--- src/rtl/shift_frame_tx_if.sv ---
// ---------------------------------------------------------------------------
// shift_frame_tx_if
//
// Purpose:
//   Bundles the word handshake and the framed serial line of shift_frame_tx
//   into one interface so the transmitter and its producer share a single
//   port.
//
// Signals:
//   data_in     8-bit parallel word from the upstream shift register
//   data_valid  data_in holds a word to send
//   data_ready  transmitter can accept a word this cycle
//   serial_out  framed serial line, idle high
//   busy        a frame is in progress
//   frame_done  one-cycle pulse in the first idle clock after a frame
//
// Modports:
//   master  word producer (drives data_in / data_valid)
//   slave   the transmitter (drives everything else)
// ---------------------------------------------------------------------------
interface shift_frame_tx_if;

    logic [7:0] data_in;
    logic       data_valid;
    logic       data_ready;
    logic       serial_out;
    logic       busy;
    logic       frame_done;

    // Producer side: offers words, watches the transmitter status
    modport master (
        output data_in,
        output data_valid,
        input  data_ready,
        input  serial_out,
        input  busy,
        input  frame_done
    );

    // Transmitter side: consumes words, produces the line and status
    modport slave (
        input  data_in,
        input  data_valid,
        output data_ready,
        output serial_out,
        output busy,
        output frame_done
    );

endinterface

--- src/rtl/shift_frame_tx.sv ---
// ---------------------------------------------------------------------------
// shift_frame_tx
//
// Purpose:
//   Takes an 8-bit word through a valid/ready handshake and sends it as a
//   framed serial stream: one start bit (0), eight data bits, an optional
//   even-parity bit, and one stop bit (1). Every bit is held for BIT_CYCLES
//   clocks. The line idles high.
//
// Parameters:
//   BIT_CYCLES  clocks per serial bit, 1..255
//   LSB_FIRST   1 = data bit 0 sent first, 0 = data bit 7 sent first
//
// Ports:
//   clk    single clock, all state changes on the rising edge
//   reset  asynchronous, active-low reset
//   bus    shift_frame_tx_if.slave (data_in, data_valid, data_ready,
//          serial_out, busy, frame_done)
//
// Configuration macro:
//   PARITY_EN  when defined, a PARITY bit (XOR of the eight captured data
//              bits, i.e. even parity) is inserted between DATA and STOP,
//              making a frame 11*BIT_CYCLES clocks instead of 10*BIT_CYCLES.
// ---------------------------------------------------------------------------
module shift_frame_tx #(
    parameter int BIT_CYCLES = 4,
    parameter int LSB_FIRST  = 1
) (
    input  logic             clk,
    input  logic             reset,
    shift_frame_tx_if.slave  bus
);

    // Last value of the per-bit cycle counter before a bit boundary
    localparam logic [7:0] LAST_CYCLE = 8'(BIT_CYCLES - 1);

    typedef enum logic [2:0] {
        IDLE   = 3'd0,
        START  = 3'd1,
        DATA   = 3'd2,
`ifdef PARITY_EN
        PARITY = 3'd3,
`endif
        STOP   = 3'd4
    } state_t;

    state_t     state_q,     state_d;
    logic [7:0] cycleCnt_q,  cycleCnt_d;
    logic [2:0] bitIdx_q,    bitIdx_d;
    logic [7:0] shiftReg_q,  shiftReg_d;
    logic       serialOut_q, serialOut_d;
    logic       busy_q,      busy_d;
    logic       dataReady_q, dataReady_d;
    logic       frameDone_q, frameDone_d;
`ifdef PARITY_EN
    logic       parity_q,    parity_d;
`endif

    logic bitEnd;
    logic nextDataBit;

    // A bit period ends when the cycle counter reaches its last value; with
    // BIT_CYCLES=1 this is true on every clock, so no bubbles are added.
    assign bitEnd = (cycleCnt_q == LAST_CYCLE);

    // The bit that goes on the line next is always at one end of the holding
    // register, because the register shifts toward that end after each bit.
    assign nextDataBit = (LSB_FIRST != 0) ? shiftReg_d[0] : shiftReg_d[7];

    // State register plus registered outputs. The outputs are computed from
    // the next state so they change on the same edge as the state and carry
    // no combinational path from the handshake inputs.
    always_ff @(posedge clk or negedge reset) begin
        if (!reset) begin
            state_q     <= IDLE;
            cycleCnt_q  <= '0;
            bitIdx_q    <= '0;
            shiftReg_q  <= '0;
            serialOut_q <= 1'b1;
            busy_q      <= 1'b0;
            dataReady_q <= 1'b0;
            frameDone_q <= 1'b0;
`ifdef PARITY_EN
            parity_q    <= 1'b0;
`endif
        end else begin
            state_q     <= state_d;
            cycleCnt_q  <= cycleCnt_d;
            bitIdx_q    <= bitIdx_d;
            shiftReg_q  <= shiftReg_d;
            serialOut_q <= serialOut_d;
            busy_q      <= busy_d;
            dataReady_q <= dataReady_d;
            frameDone_q <= frameDone_d;
`ifdef PARITY_EN
            parity_q    <= parity_d;
`endif
        end
    end

    // Next-state logic. The word is latched into the holding register at the
    // handshake, so later changes on data_in cannot disturb a frame. Words
    // offered while data_ready is low are simply not looked at. The cycle
    // counter restarts at every bit boundary and never passes LAST_CYCLE.
    always_comb begin
        state_d     = state_q;
        cycleCnt_d  = cycleCnt_q;
        bitIdx_d    = bitIdx_q;
        shiftReg_d  = shiftReg_q;
        frameDone_d = 1'b0;
`ifdef PARITY_EN
        parity_d    = parity_q;
`endif

        case (state_q)
            IDLE: begin
                if (bus.data_valid && dataReady_q) begin
                    shiftReg_d = bus.data_in;
`ifdef PARITY_EN
                    parity_d   = ^bus.data_in;
`endif
                    cycleCnt_d = '0;
                    bitIdx_d   = '0;
                    state_d    = START;
                end
            end

            START: begin
                if (bitEnd) begin
                    cycleCnt_d = '0;
                    bitIdx_d   = '0;
                    state_d    = DATA;
                end else begin
                    cycleCnt_d = cycleCnt_q + 8'd1;
                end
            end

            DATA: begin
                if (bitEnd) begin
                    cycleCnt_d = '0;
                    if (bitIdx_q == 3'd7) begin
`ifdef PARITY_EN
                        state_d = PARITY;
`else
                        state_d = STOP;
`endif
                    end else begin
                        bitIdx_d = bitIdx_q + 3'd1;
                        if (LSB_FIRST != 0) begin
                            shiftReg_d = {1'b0, shiftReg_q[7:1]};
                        end else begin
                            shiftReg_d = {shiftReg_q[6:0], 1'b0};
                        end
                    end
                end else begin
                    cycleCnt_d = cycleCnt_q + 8'd1;
                end
            end

`ifdef PARITY_EN
            PARITY: begin
                if (bitEnd) begin
                    cycleCnt_d = '0;
                    state_d    = STOP;
                end else begin
                    cycleCnt_d = cycleCnt_q + 8'd1;
                end
            end
`endif

            STOP: begin
                if (bitEnd) begin
                    cycleCnt_d  = '0;
                    frameDone_d = 1'b1;
                    state_d     = IDLE;
                end else begin
                    cycleCnt_d = cycleCnt_q + 8'd1;
                end
            end

            default: begin
                cycleCnt_d = '0;
                bitIdx_d   = '0;
                state_d    = IDLE;
            end
        endcase
    end

    // Output decode from the next state. data_ready rises in the first IDLE
    // clock after STOP, which lets a held data_valid be accepted in the
    // frame_done cycle and leaves exactly one idle-high clock between frames.
    always_comb begin
        busy_d      = (state_d != IDLE);
        dataReady_d = (state_d == IDLE);
        serialOut_d = 1'b1;

        case (state_d)
            START:   serialOut_d = 1'b0;
            DATA:    serialOut_d = nextDataBit;
`ifdef PARITY_EN
            PARITY:  serialOut_d = parity_d;
`endif
            default: serialOut_d = 1'b1;
        endcase
    end

    assign bus.serial_out = serialOut_q;
    assign bus.busy       = busy_q;
    assign bus.data_ready = dataReady_q;
    assign bus.frame_done = frameDone_q;

endmodule

--- src/flat_wrapper.sv ---
// flat-port wrapper written by rule: the top's interface ports become plain ports
module shift_frame_tx_flat 
#(
    parameter int BIT_CYCLES = 4,
    parameter int LSB_FIRST  = 1
)
  (clk, reset, bus_data_in, bus_data_valid, bus_data_ready, bus_serial_out, bus_busy, bus_frame_done);
  shift_frame_tx_if bus_i ();
  input  logic clk;
  input  logic reset;
  input wire logic [$bits(bus_i.data_in)-1:0] bus_data_in;
  input wire logic [$bits(bus_i.data_valid)-1:0] bus_data_valid;
  output wire logic [$bits(bus_i.data_ready)-1:0] bus_data_ready;
  output wire logic [$bits(bus_i.serial_out)-1:0] bus_serial_out;
  output wire logic [$bits(bus_i.busy)-1:0] bus_busy;
  output wire logic [$bits(bus_i.frame_done)-1:0] bus_frame_done;
  assign bus_i.data_in = bus_data_in;
  assign bus_i.data_valid = bus_data_valid;
  assign bus_data_ready = bus_i.data_ready;
  assign bus_serial_out = bus_i.serial_out;
  assign bus_busy = bus_i.busy;
  assign bus_frame_done = bus_i.frame_done;
  shift_frame_tx #(.BIT_CYCLES(BIT_CYCLES), .LSB_FIRST(LSB_FIRST)) u_core (.clk(clk), .reset(reset), .bus(bus_i));
endmodule
--- config.mk ---
export PLATFORM = sky130hd
export DESIGN_NAME = shift_frame_tx_flat
export DESIGN_NICKNAME = d
export VERILOG_FILES = /design/src/rtl/shift_frame_tx_if.sv /design/src/rtl/shift_frame_tx.sv /design/src/flat_wrapper.sv
export SDC_FILE = /design/constraint.sdc
export NUM_CORES = 1
export LEC_CHECK = 0
export BUFFER_PORTS_ARGS = -buffer_cell sky130_fd_sc_hd__buf_4
export CAP_MARGIN = 20
export CORE_ASPECT_RATIO = 1.75
export CORE_MARGIN = 4
export CORE_UTILIZATION = 50
export DETAILED_ROUTE_END_ITERATION = 10
export GPL_ROUTABILITY_DRIVEN = 0
export PLACE_DENSITY = 0.69
export REMOVE_ABC_BUFFERS = 1
export SLEW_MARGIN = 20
export SYNTH_ARGS = -nofsm -noshare
export SYNTH_HDL_FRONTEND = slang
export SYNTH_SLANG_ARGS = --single-unit
--- constraint.sdc ---
create_clock -name clk -period 2.09 [get_ports clk]
set_input_delay 0.209 -clock clk [delete_from_list [all_inputs] [get_ports clk]]
set_output_delay 0.209 -clock clk [all_outputs]
set_load 0.005 [all_outputs]
==> impl_metrics.yaml <==
logic_synthesis:
  synth_area_leaders: "dfrtp_1 44%, a22o_2 4.2%, a21o_1 4.2%, nand2_1 3.7%, a21oi_1 3.5%"
  avgSynthCellArea_um2: 9.93
  netlist_area_mm2: 0.00143
  synthDominantCellAreaShare_pct: 43.7
  ys_seq_area_share_pct: 45.6
  syn-instance-count: 144
  synth_edf_count: 0
  ys_types: 41
  ys_ff_latch: 26
  synth_flop_cell: "dfrtp_1"
  yosysTopAreaCell: "dfrtp_1"
  async_flop_share_pct: 100
  ys_warn_count: 0
final_layout:
  layout_commonest_cell: "dfrtp_1"
  most-common-layout-cells: "25 x dfrtp_1, 24 x buf_4, 14 x nand2_1"
  final_nets: 181
  drive_above_1_share_pct: 27.1
  num_antenna_cells: 0
  utilization_pct: 62.3
  area_growth_pct: 18.5
setup_path:
  cp-startpoint: "u_core.bitIdx_q[0]"
  cpPeakStageDelay_ns: 0.41
  start_kind: "register"
  r2r_start: "u_core.bitIdx_q[0]"
  cp_top_family: "compound AO/OA/AOI/OAI gates"
  path_class: "reg -> reg"
  cpMaxStageDelayCell: "dfrtp_1"
  critPathCaptureType: "register"
  path_buf_inv: 1
  crit_path_frequent_cell: "ha_1"
  crit_chain: "ha_1 -> ha_1 -> nor4b_1 -> buf_4 -> a21oi_1 -> o21ai_0 -> o211ai_1"
  required_ns: 2.24
  worstPathMaxFanout: 3
  crit_arrival_ns: 2.10
cts:
  clock-sinks: 26
  clk_latency_ns: 0.27
  clk_pin_slew_ns: 0.09
  post_cts_buffers: 0
  cts_hold_buf: 1
  clock_path_buffers: 2
  cts_made_buffers: 3
  cts_tree: "built"
  ctsResizeCount: 0
  htreeDepth: 1
  clockRootBuffer: "clkbuf_8"
pwr:
  leakagePower_uw: 0.000784
  switchingPower_uw: 797
  p_comb_share_pct: 44.9
  seqPwrFrac_pct: 36.5
  ir_drop_mv: 0.849
  p_int_uw: 1390
  clockPowerShare_pct: 18.6
  power_density_mw_per_mm2: 1290
  sw_frac_of_total_pct: 36.4
sta:
  tns_ns: 0
  slew_headroom_pct: 68.0
  rsz0062_at_grt: "false"
  fin_crit_ns: 1.95
  worstMarginPinSlew_ns: 0.473
  fmax_ghz: 0.512
  skew_ns: 0.00389
  slew_violations: 0
  setup_violations: 0
  finalHoldViolCount: 0
  timing.final.crit_share_pct: 93.5
grt:
  grt_pass1_wl_um: 5380
  grt-ovfl-total: 0
  antenna_found_initial: 0
  grt_max_degree: 27
  grt_pass1_vias: 1183
  grt.total_usage_pct: 17.6
floorplanning:
  die_x_um: 48.4
  dieArea_mm2: 0.00381
  core.rowCount: 25
  die-height_um: 78.8
  floorplan.initialDensity_pct: 52.6
  coreArea_mm2: 0.00272
  num_io_pins: 15
run_status:
  status: "completed"
detailed_routing:
  post-route-drc-count: 0
  viasPerCell: 6.01
  postRouteWirelength_um: 3080
  postRouteAntennaNets: 0
  first_pass_iters: 5
  vias: 1159
  wl_per_cell_um: 16.0
  drt_iter0_markers: 38
worst_hold_path:
  worstHoldStart: "bus_data_in[7]"
  hp-class: "in -> reg"
job:
  cap_violations: 0
placed_design:
  numPortBuffers: 14
  hpwl_um: 2380
## final timing paths
kind                       cells past startpoint  slack [ns]                    end
max in group asynchronous                      2        1.43  u_core.bus.serial_out
max reg2reg                                    7        0.14     u_core.bitIdx_q[1]
min reg2reg                                    1        0.49   u_core.shiftReg_q[4]
min                                            2        0.17   u_core.shiftReg_q[7]
min in group asynchronous                      2        0.38  u_core.bus.frame_done
max                                            7        0.14     u_core.bitIdx_q[1]
## final cells by class
type,instances,area [um2]
Timing Repair Buffer,25,190
Fill cell,229,1030
Sequential cell,26,652
Multi-Input combinational cell,106,728
Inverter,5,18.8
Tap cell,27,33.8
Clock buffer,3,41.3
Clock inverter,1,30.0
## sequential cells by signal (all words and copies together), names as in the netlist
name and count:
u_core.cycleCnt_q 8, u_core.shiftReg_q 8, u_core.bitIdx_q 3, u_core.state_q 3, u_core.bus.busy 1, u_core.bus.data_ready 1, u_core.bus.frame_done 1, u_core.bus.serial_out 1
## through the flow
stage                     worst slack [ns]  hold slack (ns)  instance area (um2)  total power [uW]  std cells
after global routing                0.0401            0.166                 1690              2370        193
after detailed placement             0.170            0.135                 1610              1780        188
after floorplan                     -0.536          -0.0866                 1390              1440        137
after CTS                            0.143            0.172                 1690              2200        193
after global placement               0.225            0.129                 1610              1740        188
final                                0.135            0.173                 1690              2190        193
## power by group through the flow
stage                     Sequential (uW)  Clock, uW  Combinational (uW)
final                                 798        408                 981
after global routing                  817        444                1110
after CTS                             797        415                 987
after detailed placement              808          0                 976
after global placement                798          0                 947
after floorplan                       837          0                 601
## metal layers
metal / GRT usage [%] / wire (um)
met3: 1.88 / 72
met2: 31.5 / 1680
met4: 8.03 / 75
met5: 0 / 0
met1: 20.5 / 1260
## kinds of logic (layout without fill, tap and decap cells)
kind of cell,Yosys count,after routing,synth area share (%)
adder cells (fa/ha/maj),3,3,2.62
XOR/XNOR,6,6,3.67
buffers and inverters,12,34,3.94
AO/OA/AOI/OAI,49,49,24.8
flip-flops,26,26,45.6
AND/OR/NAND/NOR,48,48,19.3
## synthesized netlist by cell type, types with 2 or more instances
library cell,n
dfrtp_1,25
nand2_1,14
a21oi_1,10
a21o_1,8
o21ai_0,7
a22o_2,6
nor2_1,6
inv_1,5
xnor2_1,5
o211ai_1,4
buf_2,3
clkbuf_1,3
ha_1,3
nand3_1,3
nand4_1,3
nor3_1,3
nor4_1,3
o21a_1,3
a31oi_1,2
nand2b_1,2
nor2b_1,2
nor3b_1,2
nor4b_1,2
or2_2,2
or3b_2,2
Note: power is estimated with default switching activity, not from simulation.
